[src/rtl/intr_arbiter.sv]
`default_nettype none
// ============================================================================
// Module      : intr_arbiter
// Description : Multi-source interrupt controller for the CPU control FSM.
//               It catches rising edges on the IRQ lines and latches them as
//               pending bits. A mask register selects which sources may
//               request service. The lowest enabled index wins, and the
//               request is held on intr_o until take_intr_i. Further
//               requests are then blocked until do_mret_i.
// Revision    : 1.0 - initial release
// ----------------------------------------------------------------------------
// Parameters
//   N_SRC        number of interrupt sources (2..16)
//   CAUSE_W      width of intr_cause_o, $clog2(N_SRC)
// Ports
//   clk_i        system clock, all logic on posedge
//   rst_ni       asynchronous active-low reset
//   irq_i        peripheral request lines, rising edge = new request
//   mask_we_i    load mask_wdata_i into the mask register
//   mask_wdata_i new mask value, 1 = source enabled
//   take_intr_i  FSM accepted the interrupt (1-cycle pulse)
//   do_mret_i    FSM executing MRET (1-cycle pulse)
//   intr_o       registered interrupt request
//   intr_cause_o index of selected source, valid while intr_o = 1
//   in_service_o handler active (taken, MRET not yet seen)
//   pending_o    latched pending bits, unmasked
//   mask_o       current mask register
// Configuration
//   INTR_ARBITER_SYNC_EN  when defined, IRQ passes through a 2-flop
//                         synchroniser (adds 2 cycles of latency)
// ============================================================================
module intr_arbiter #(
  parameter int N_SRC   = 4,
  parameter int CAUSE_W = $clog2(N_SRC)
) (
  input  logic               clk_i,
  input  logic               rst_ni,
  input  logic [N_SRC-1:0]   irq_i,
  input  logic               mask_we_i,
  input  logic [N_SRC-1:0]   mask_wdata_i,
  input  logic               take_intr_i,
  input  logic               do_mret_i,
  output logic               intr_o,
  output logic [CAUSE_W-1:0] intr_cause_o,
  output logic               in_service_o,
  output logic [N_SRC-1:0]   pending_o,
  output logic [N_SRC-1:0]   mask_o
);

  localparam logic [1:0] S_IDLE    = 2'd0;
  localparam logic [1:0] S_REQ     = 2'd1;
  localparam logic [1:0] S_SERVICE = 2'd2;

  logic [1:0]         state_q, state_d;
  logic [N_SRC-1:0]   irq_s;
  logic [N_SRC-1:0]   irq_q;
  logic [N_SRC-1:0]   pending_q, pending_d;
  logic [N_SRC-1:0]   mask_q;
  logic               intr_q, intr_d;
  logic               in_service_q, in_service_d;
  logic [CAUSE_W-1:0] cause_q, cause_d;
  logic [N_SRC-1:0]   new_edge;
  logic [N_SRC-1:0]   clr;
  logic [N_SRC-1:0]   eligible;
  logic [CAUSE_W-1:0] sel;

`ifdef INTR_ARBITER_SYNC_EN
  logic [N_SRC-1:0] sync1_q, sync2_q;

  always_ff @(posedge clk_i or negedge rst_ni) begin
    if (!rst_ni) begin
      sync1_q <= '0;
      sync2_q <= '0;
    end else begin
      sync1_q <= irq_i;
      sync2_q <= sync1_q;
    end
  end

  assign irq_s = sync2_q;
`else
  assign irq_s = irq_i;
`endif

  assign new_edge = irq_s & ~irq_q;
  assign eligible = pending_q & mask_q;

  // Only the source that was actually advertised to the FSM gets cleared.
  assign clr = (state_q == S_REQ && take_intr_i) ? (N_SRC'(1) << cause_q) : '0;

  // A new edge in the same cycle as the clear wins, so no request is lost.
  assign pending_d = (pending_q & ~clr) | new_edge;

  // Fixed priority: the scan runs downward, so the lowest set index wins.
  always_comb begin
    sel = '0;
    for (int i = N_SRC - 1; i >= 0; i--) begin
      if (eligible[i]) sel = CAUSE_W'(i);
    end
  end

  // State register
  always_ff @(posedge clk_i or negedge rst_ni) begin
    if (!rst_ni) begin
      state_q <= S_IDLE;
    end else begin
      state_q <= state_d;
    end
  end

  // Next-state logic
  always_comb begin
    state_d = state_q;
    case (state_q)
      S_IDLE: begin
        if (eligible != '0) state_d = S_REQ;
      end
      S_REQ: begin
        if (take_intr_i)            state_d = S_SERVICE;
        else if (eligible == '0)    state_d = S_IDLE;
      end
      S_SERVICE: begin
        if (do_mret_i) state_d = S_IDLE;
      end
      default: state_d = S_IDLE;
    endcase
  end

  // Output logic: decoded from the next state so the registered outputs
  // change on the same edge as the state.
  always_comb begin
    intr_d       = (state_d == S_REQ);
    in_service_d = (state_d == S_SERVICE);
    cause_d      = (state_d == S_REQ) ? sel : cause_q;
  end

  always_ff @(posedge clk_i or negedge rst_ni) begin
    if (!rst_ni) begin
      irq_q        <= '0;
      pending_q    <= '0;
      mask_q       <= '0;
      intr_q       <= 1'b0;
      in_service_q <= 1'b0;
      cause_q      <= '0;
    end else begin
      irq_q        <= irq_s;
      pending_q    <= pending_d;
      if (mask_we_i) mask_q <= mask_wdata_i;
      intr_q       <= intr_d;
      in_service_q <= in_service_d;
      cause_q      <= cause_d;
    end
  end

  assign intr_o       = intr_q;
  assign intr_cause_o = cause_q;
  assign in_service_o = in_service_q;
  assign pending_o    = pending_q;
  assign mask_o       = mask_q;

endmodule
`default_nettype wire
[config.mk]
export PLATFORM = sky130hd
export DESIGN_NAME = intr_arbiter
export DESIGN_NICKNAME = d
export VERILOG_FILES = /design/src/rtl/intr_arbiter.sv
export SDC_FILE = /design/constraint.sdc
export NUM_CORES = 1
export LEC_CHECK = 0
export CORE_MARGIN = 2
export CORE_UTILIZATION = 42
export CTS_CLUSTER_DIAMETER = 30
export DETAILED_ROUTE_END_ITERATION = 8
export GPL_TIMING_DRIVEN = 1
export PLACE_DENSITY_LB_ADDON = 0.15
export SKIP_CTS_REPAIR_TIMING = 1
export SLEW_MARGIN = 40
export SYNTH_ARGS = -nofsm -noshare
export SYNTH_HDL_FRONTEND = slang
export SYNTH_SLANG_ARGS = --single-unit
[constraint.sdc]
create_clock -name clk_i -period 1.63 [get_ports clk_i]
set_clock_uncertainty 0.05 [all_clocks]
set_input_delay 0.163 -clock clk_i [delete_from_list [all_inputs] [get_ports clk_i]]
set_output_delay 0.163 -clock clk_i [all_outputs]
set_load 0.005 [all_outputs]
==> impl_results.md, run 1 <==
* GP Congestion at 0.7011
* Max Cap Violations at 0
* Hold crit path type: in -> async
* Port Buffer Count at 24
* Number of global-route vias before repair at 470
* FF-to-FF path depth at 3
* Placed Instances at 94
* CORE AREA at 1524 sq um
* Synth Cell Area at 698.2 sq um
* Syn Inst Count at 53
* Layout area overhead at 43.55%
* Place WS at 0.1852 ns
* Fin area at 1002 sq um
* NumNets Final at 96
* R2R Setup Slk at 0.37 ns
* Final setup violation count at 0
* Count of cell types in the netlist at 20
* Clk_lat worst skew at 0.29 ns
* Final ANT Viol Nets at 0
* Core Rows at 14
* Setup TNS at 0 ns
* FF-to-FF End: intr_cause_o[0]$_DFFE_PN0N_
* Register area share after synthesis at 64.52%
* Final hold slack at 0.1434 ns
* Htree depth at 1
* Initial Utilization at 45.81%
* First-pass GRT wire length at 2283 um
* Worst rel slew slack at 84.93%
* Total Routing Usage GR at 16.70%
* Diodes inserted at 0
* Die H at 44.77 um
* Ports at 25
* Crit path arrival time at 1.32 ns
* Synthesized area per cell at 13.17 sq um
* Gr ovfl total at 0
* Iteration-0 DRC Markers at 6
* Synth Register Bits at 18
* Final min period at 1.537 ns
* Drt total wl at 1323 um
* Startpoint types: register
* Share of layout cells above drive strength 1 at 15.85%
* Worst Tran Pin Value at 0.2260 ns
* Vias at 523
* Internal power at 1.023 mW
* CP bufs+invs at 1
* PwrDens at 1464 nW/um^2
* Peak Freq at 650.6 MHz
* Synthesis Warnings at 0
* CP top delay family: buffers and inverters
* CP max stage delay at 0.58 ns
* Die Area at 2004 sq um
* Final Hold Viols at 0
* Outcome: finished clean
* Via density per instance at 5.337
* CP endpoint kind: primary output
* Syn_nets at 66
* DRC at 0
* Slowest CP cell: clkdlybuf4s50_1
* Placed inst area at 965.9 sq um
* Routed wire per std cell at 13.50 um
* TritonCTS clock tree: yes
* Drt first pass iters at 4
* CTS Buffer Depth at 2
* Leakage power at 0.4454 nW
* Setup WS post-layout at 0.09288 ns
* Die X at 44.77 um
* Setup CP Type: reg -> out
* CTS Buf Count at 3
* Sw power at 0.4438 mW
* Clock transition at the registers of the reported paths at 0.10 ns
* Max rail drop VDD at 715.5 uV
* Non-Filler Instances at 98
* Logic pwr share at 33.6%
* CP max FO at 4
* Crit path required time at 1.42 ns
* Clk root buf: clkbuf_4
* Final Util at 65.76%
* Clock share of power at 18.4%
* Worst r2r src: state_q[0]$_DFF_PN0_
* RSZ-0062 raised after global routing: false
* Largest net degree at the start of global routing at 19
* Fin crit share at 94.30%
* Sequential share of power at 48.0%
* Sw frac at 30.26%
* Max-slew violations at 0
* Total power at 1.467 mW
* CP cell instances: clkdlybuf4s50_1
* Initial antenna violation count at 0
* DPL Wire Length at 985 um
* CTS sink count at 18
-- worst register-to-register path, cell delays in order (launching register included) --
cell and delay [ns]:
dfrtp_1 0.42, a21o_1 0.23, a21oi_2 0.15, mux2_4 0.31
-- sequential cells by signal, indices dropped and copies added (netlist names) --
| signal | count |
|---|---|
| intr_o | 1 |
| intr_cause_o | 2 |
| mask_o | 4 |
| state_q | 2 |
| pending_o | 4 |
| in_service_o | 1 |
| irq_q | 4 |
-- worst max-delay path by stage --
stage                                startpoint                     endpoint  slack (ns)  cells after the start
floorplan                  state_q[0]$_DFF_PN0_  intr_cause_o[0]$_DFFE_PN0N_        0.43                      3
global placement                    take_intr_i  intr_cause_o[0]$_DFFE_PN0N_        0.22                      4
detailed placement                  take_intr_i  intr_cause_o[0]$_DFFE_PN0N_        0.19                      4
CTS                      pending_o[2]$_DFF_PN0_                 pending_o[2]        0.09                      1
global route        intr_cause_o[0]$_DFFE_PN0N_              intr_cause_o[0]        0.04                      1
finish                   pending_o[2]$_DFF_PN0_                 pending_o[2]        0.09                      1
-- placed cells by master, fill, tap and decap left out, types with 2 or more instances in the layout --
| cell type | count |
|---|---|
| nor2_1 | 2 |
| clkdlybuf4s50_1 | 24 |
| mux2_2 | 4 |
| o31ai_1 | 2 |
| inv_1 | 5 |
| o21ai_1 | 3 |
| clkbuf_4 | 3 |
| a21oi_1 | 2 |
| dfrtp_1 | 18 |
| nand2_1 | 5 |
-- final cells by class --
cell class / count / area [sq um]
Tap cell: 16 / 20.02
Inverter: 5 / 18.77
Fill cell: 120 / 521.8
Clock buffer: 4 / 36.28
Sequential cell: 18 / 450.4
Timing Repair Buffer: 25 / 247.7
Multi-Input combinational cell: 30 / 229.0
-- layer usage --
layer | vias to the layer above | routed length (um) | GRT usage (%) | share of wire (%)
met5 | - | 0 | 0 | 0
met4 | 0 | 17 | 10.59 | 1.3
met3 | 4 | 71 | 4.800 | 5.4
met2 | 16 | 611 | 24.35 | 46
met1 | 255 | 623 | 21.93 | 47
li1 | 248 | - | - | -
-- cells in the mapped netlist --
master / number / area [sq um]
a21oi_2: 1 / 8.760
a22oi_2: 1 / 12.51
a22o_1: 1 / 8.760
dfrtp_1: 18 / 450.4
o21ai_0: 1 / 5.000
o22a_1: 1 / 8.760
a22oi_4: 1 / 21.27
a21oi_1: 2 / 10.01
mux2_4: 1 / 15.01
nand3b_1: 1 / 7.510
mux2_2: 4 / 45.04
inv_1: 5 / 18.77
o21ai_1: 3 / 15.01
and3b_1: 1 / 8.760
nand2_1: 5 / 18.77
a21o_1: 1 / 7.510
a32oi_1: 1 / 8.760
nor2_1: 2 / 7.510
nand3_1: 1 / 5.000
o31ai_1: 2 / 15.01
-- power by group through the flow --
stage / clock network, mW / logic (mW) / registers (mW)
3_3_place_gp: 0 / 0.486 / 0.705
4_1_cts: 0.285 / 0.498 / 0.702
6_report: 0.270 / 0.493 / 0.704
5_1_grt: 0.311 / 0.541 / 0.726
3_5_place_dp: 0 / 0.496 / 0.711
2_1_floorplan: 0 / 0.224 / 0.695
-- cell families (layout without fill, tap and decap cells) --
logic type	count (synthesis)	count (layout)	share of synthesized area [%]
AOI/OAI and AO/OA	15	15	17.38
DFF	18	18	64.52
buffers and inverters	5	34	2.688
and+or+nand+nor	10	10	6.811
muxes	5	5	8.601
No activity file was read; power rests on OpenSTA's default activity.
==> run 2: changes to the inputs <==
PLACE_DENSITY = 0.79   (was unset)
PLACE_DENSITY_LB_ADDON = unset   (was 0.15)
==> run 2 against run 1 <==
Compared with the run above: sequential share of layout area stayed put; global-route usage is 0.54 points lower; register-to-register slack hardly changed; via count is 1.9% lower; core utilization stayed put; wire length is 0.60% lower; clock-buffer cell count stayed put; cell count stayed put; combinational power is 0.8% lower; worst hold slack worse by 0.0078 ns; critical endpoint is now intr_cause_o[0]; highest routed layer unchanged.
==> impl_results.md, run 2 (synthesis gave the netlist of run 1 again) <==
* Fill cells at 119 (was 120)
* Iteration-0 DRC Markers at 5 (was 6)
* Die X at 44.77 um (unchanged)
* Fin area at 1002 sq um (unchanged)
* Outcome: finished clean (unchanged)
* Die H at 44.77 um (unchanged)
* Via density per instance at 5.235 (was 5.337)
* Core Rows at 14 (unchanged)
* Sw power at 0.4352 mW (was 0.4438 mW)
* Max Cap Violations at 0 (unchanged)
* Port Buffer Count at 24 (unchanged)
* Final ANT Viol Nets at 0 (unchanged)
* Initial Utilization at 45.81% (unchanged)
* Gr ovfl total at 0 (unchanged)
* CTS Buf Count at 3 (unchanged)
* Number of global-route vias before repair at 513 (was 470)
* Max rail drop VDD at 806.1 uV (was 715.5 uV)
* Sequential share of power at 48.2% (was 48.0%)
* Clk_lat worst skew at 0.29 ns (about the same)
* Leakage power at 0.4454 nW (unchanged)
* Routed wire per std cell at 13.42 um (was 13.50 um)
* Most frequent cells in the layout: clkdlybuf4s50_1, dfrtp_1, nand2_1, inv_1, mux2_2 (unchanged)
* Final min period at 1.494 ns (was 1.537 ns)
* First-pass GRT wire length at 2214 um (was 2283 um)
* Largest net degree at the start of global routing at 19 (unchanged)
* Most common cell after layout, fill and taps aside: clkdlybuf4s50_1 (unchanged)
* Fin crit share at 91.67% (was 94.30%)
* CP max FO at 6 (was 4)
* Setup TNS at 0 ns (unchanged)
* Total Routing Usage GR at 16.16% (was 16.70%)
* Hold crit path type: in -> async (unchanged)
* Peak Freq at 669.3 MHz (was 650.6 MHz)
* GP Congestion at 0.7576 (was 0.7011)
* Die Area at 2004 sq um (unchanged)
* Worst path depth at 1 (unchanged)
* Sw frac at 29.84% (was 30.26%)
* CP endpoint kind: primary output (unchanged)
* CP bufs+invs at 1 (unchanged)
* Clock share of power at 18.3% (was 18.4%)
* Final setup violation count at 0 (unchanged)
* RSZ-0062 raised after global routing: false (unchanged)
* Vias at 513 (was 523)
* DPL Wire Length at 1011 um (was 985 um)
* CP max stage delay at 0.54 ns (was 0.58 ns)
* Setup CP Type: reg -> out (unchanged)
* CP cell instances: clkdlybuf4s50_1 (unchanged)
* Worst rel slew slack at 85.04% (was 84.93%)
* Layout area overhead at 43.55% (unchanged)
* Share of layout cells above drive strength 1 at 15.85% (unchanged)
* Clock transition at the registers of the reported paths at 0.10 ns (about the same)
* FF-to-FF path depth at 3 (unchanged)
* PwrDens at 1455 nW/um^2 (was 1464 nW/um^2)
* Logic pwr share at 33.5% (was 33.6%)
* Htree depth at 1 (unchanged)
* Drt total wl at 1315 um (was 1323 um)
* Crit path arrival time at 1.28 ns (was 1.32 ns)
* Placed inst area at 965.9 sq um (unchanged)
* Internal power at 1.023 mW (about the same)
* Startpoint types: register (unchanged)
* Final Hold Viols at 0 (unchanged)
* Max-slew violations at 0 (unchanged)
* DRC at 0 (unchanged)
* TritonCTS clock tree: yes (unchanged)
* CTS sink count at 18 (unchanged)
* Diodes inserted at 0 (unchanged)
* Slowest CP cell: clkdlybuf4s50_1 (unchanged)
* CP top delay family: buffers and inverters (unchanged)
* Worst Tran Pin Value at 0.2244 ns (was 0.2260 ns)
* CORE AREA at 1524 sq um (unchanged)
* Clk root buf: clkbuf_4 (unchanged)
* CTS Buffer Depth at 2 (unchanged)
* Ports at 25 (unchanged)
* Initial antenna violation count at 0 (unchanged)
* Crit path required time at 1.42 ns (about the same)
* Final hold slack at 0.1355 ns (was 0.1434 ns)
* NumNets Final at 96 (unchanged)
* Drt first pass iters at 3 (was 4)
[run 2: cell counts in the layout (fill, tap and decap cells not counted)]
Identical to the previous run, type by type.
[run 2: layout make-up]
type                            instances  area (sq um)  area share, %
Sequential cell                        18         450.4          44.94
Timing Repair Buffer                   25         247.7          24.72
Multi-Input combinational cell         30         229.0          22.85
Clock buffer                            4         36.28          3.620
Tap cell                               16         20.02          1.998
Inverter                                5         18.77          1.873
[run 2: metrics by stage]
stage          worst slack, ns  power (mW)  util, %  std cells
2_1_floorplan           0.4327      0.9193        -         53
3_3_place_gp            0.2146       1.192    63.38         94
3_5_place_dp            0.1737       1.203    63.38         94
4_1_cts                 0.1189       1.480    65.76         98
5_1_grt                0.06512       1.551    65.76         98
6_report                0.1358       1.458    65.76         98
[run 2: path summary, 6_finish.rpt]
kind,from,end,slack (ns)
max reg2reg,state_q[0]$_DFF_PN0_,intr_cause_o[0]$_DFFE_PN0N_,0.36
max in group asynchronous,rst_ni,state_q[1]$_DFF_PN0_,1.21
max,intr_cause_o[0]$_DFFE_PN0N_,intr_cause_o[0],0.14
min,rst_ni,mask_o[1]$_DFFE_PN0P_,0.14
min in group clk_i,irq_i[2],irq_q[2]$_DFF_PN0_,0.28
min reg2reg,irq_q[0]$_DFF_PN0_,pending_o[0]$_DFF_PN0_,0.37
[run 2: metal layers]
layer / wire length, um / part of all wire, % / global-route usage (%)
met3: 57 / 4.3 / 4.000
met1: 582 / 44 / 18.62
met2: 639 / 49 / 25.80
met4: 36 / 2.7 / 12.35
met5: 0 / 0 / 0
[run 2: power by group through the flow]
stage               Clock (mW)  Sequential (mW)  Combinational, mW
finish                   0.267            0.703              0.489
detailed placement           0            0.710              0.493
CTS                      0.281            0.702              0.497
global placement             0            0.707              0.485
floorplan                    0            0.695              0.224
global route             0.296            0.721              0.534
[run 2: worst register-to-register path: cells and delay by family (launching register included)]
family	cells	cell delay [ns]
flip-flops	1	0.42
AO/OA/AOI/OAI	2	0.38
multiplexers	1	0.31
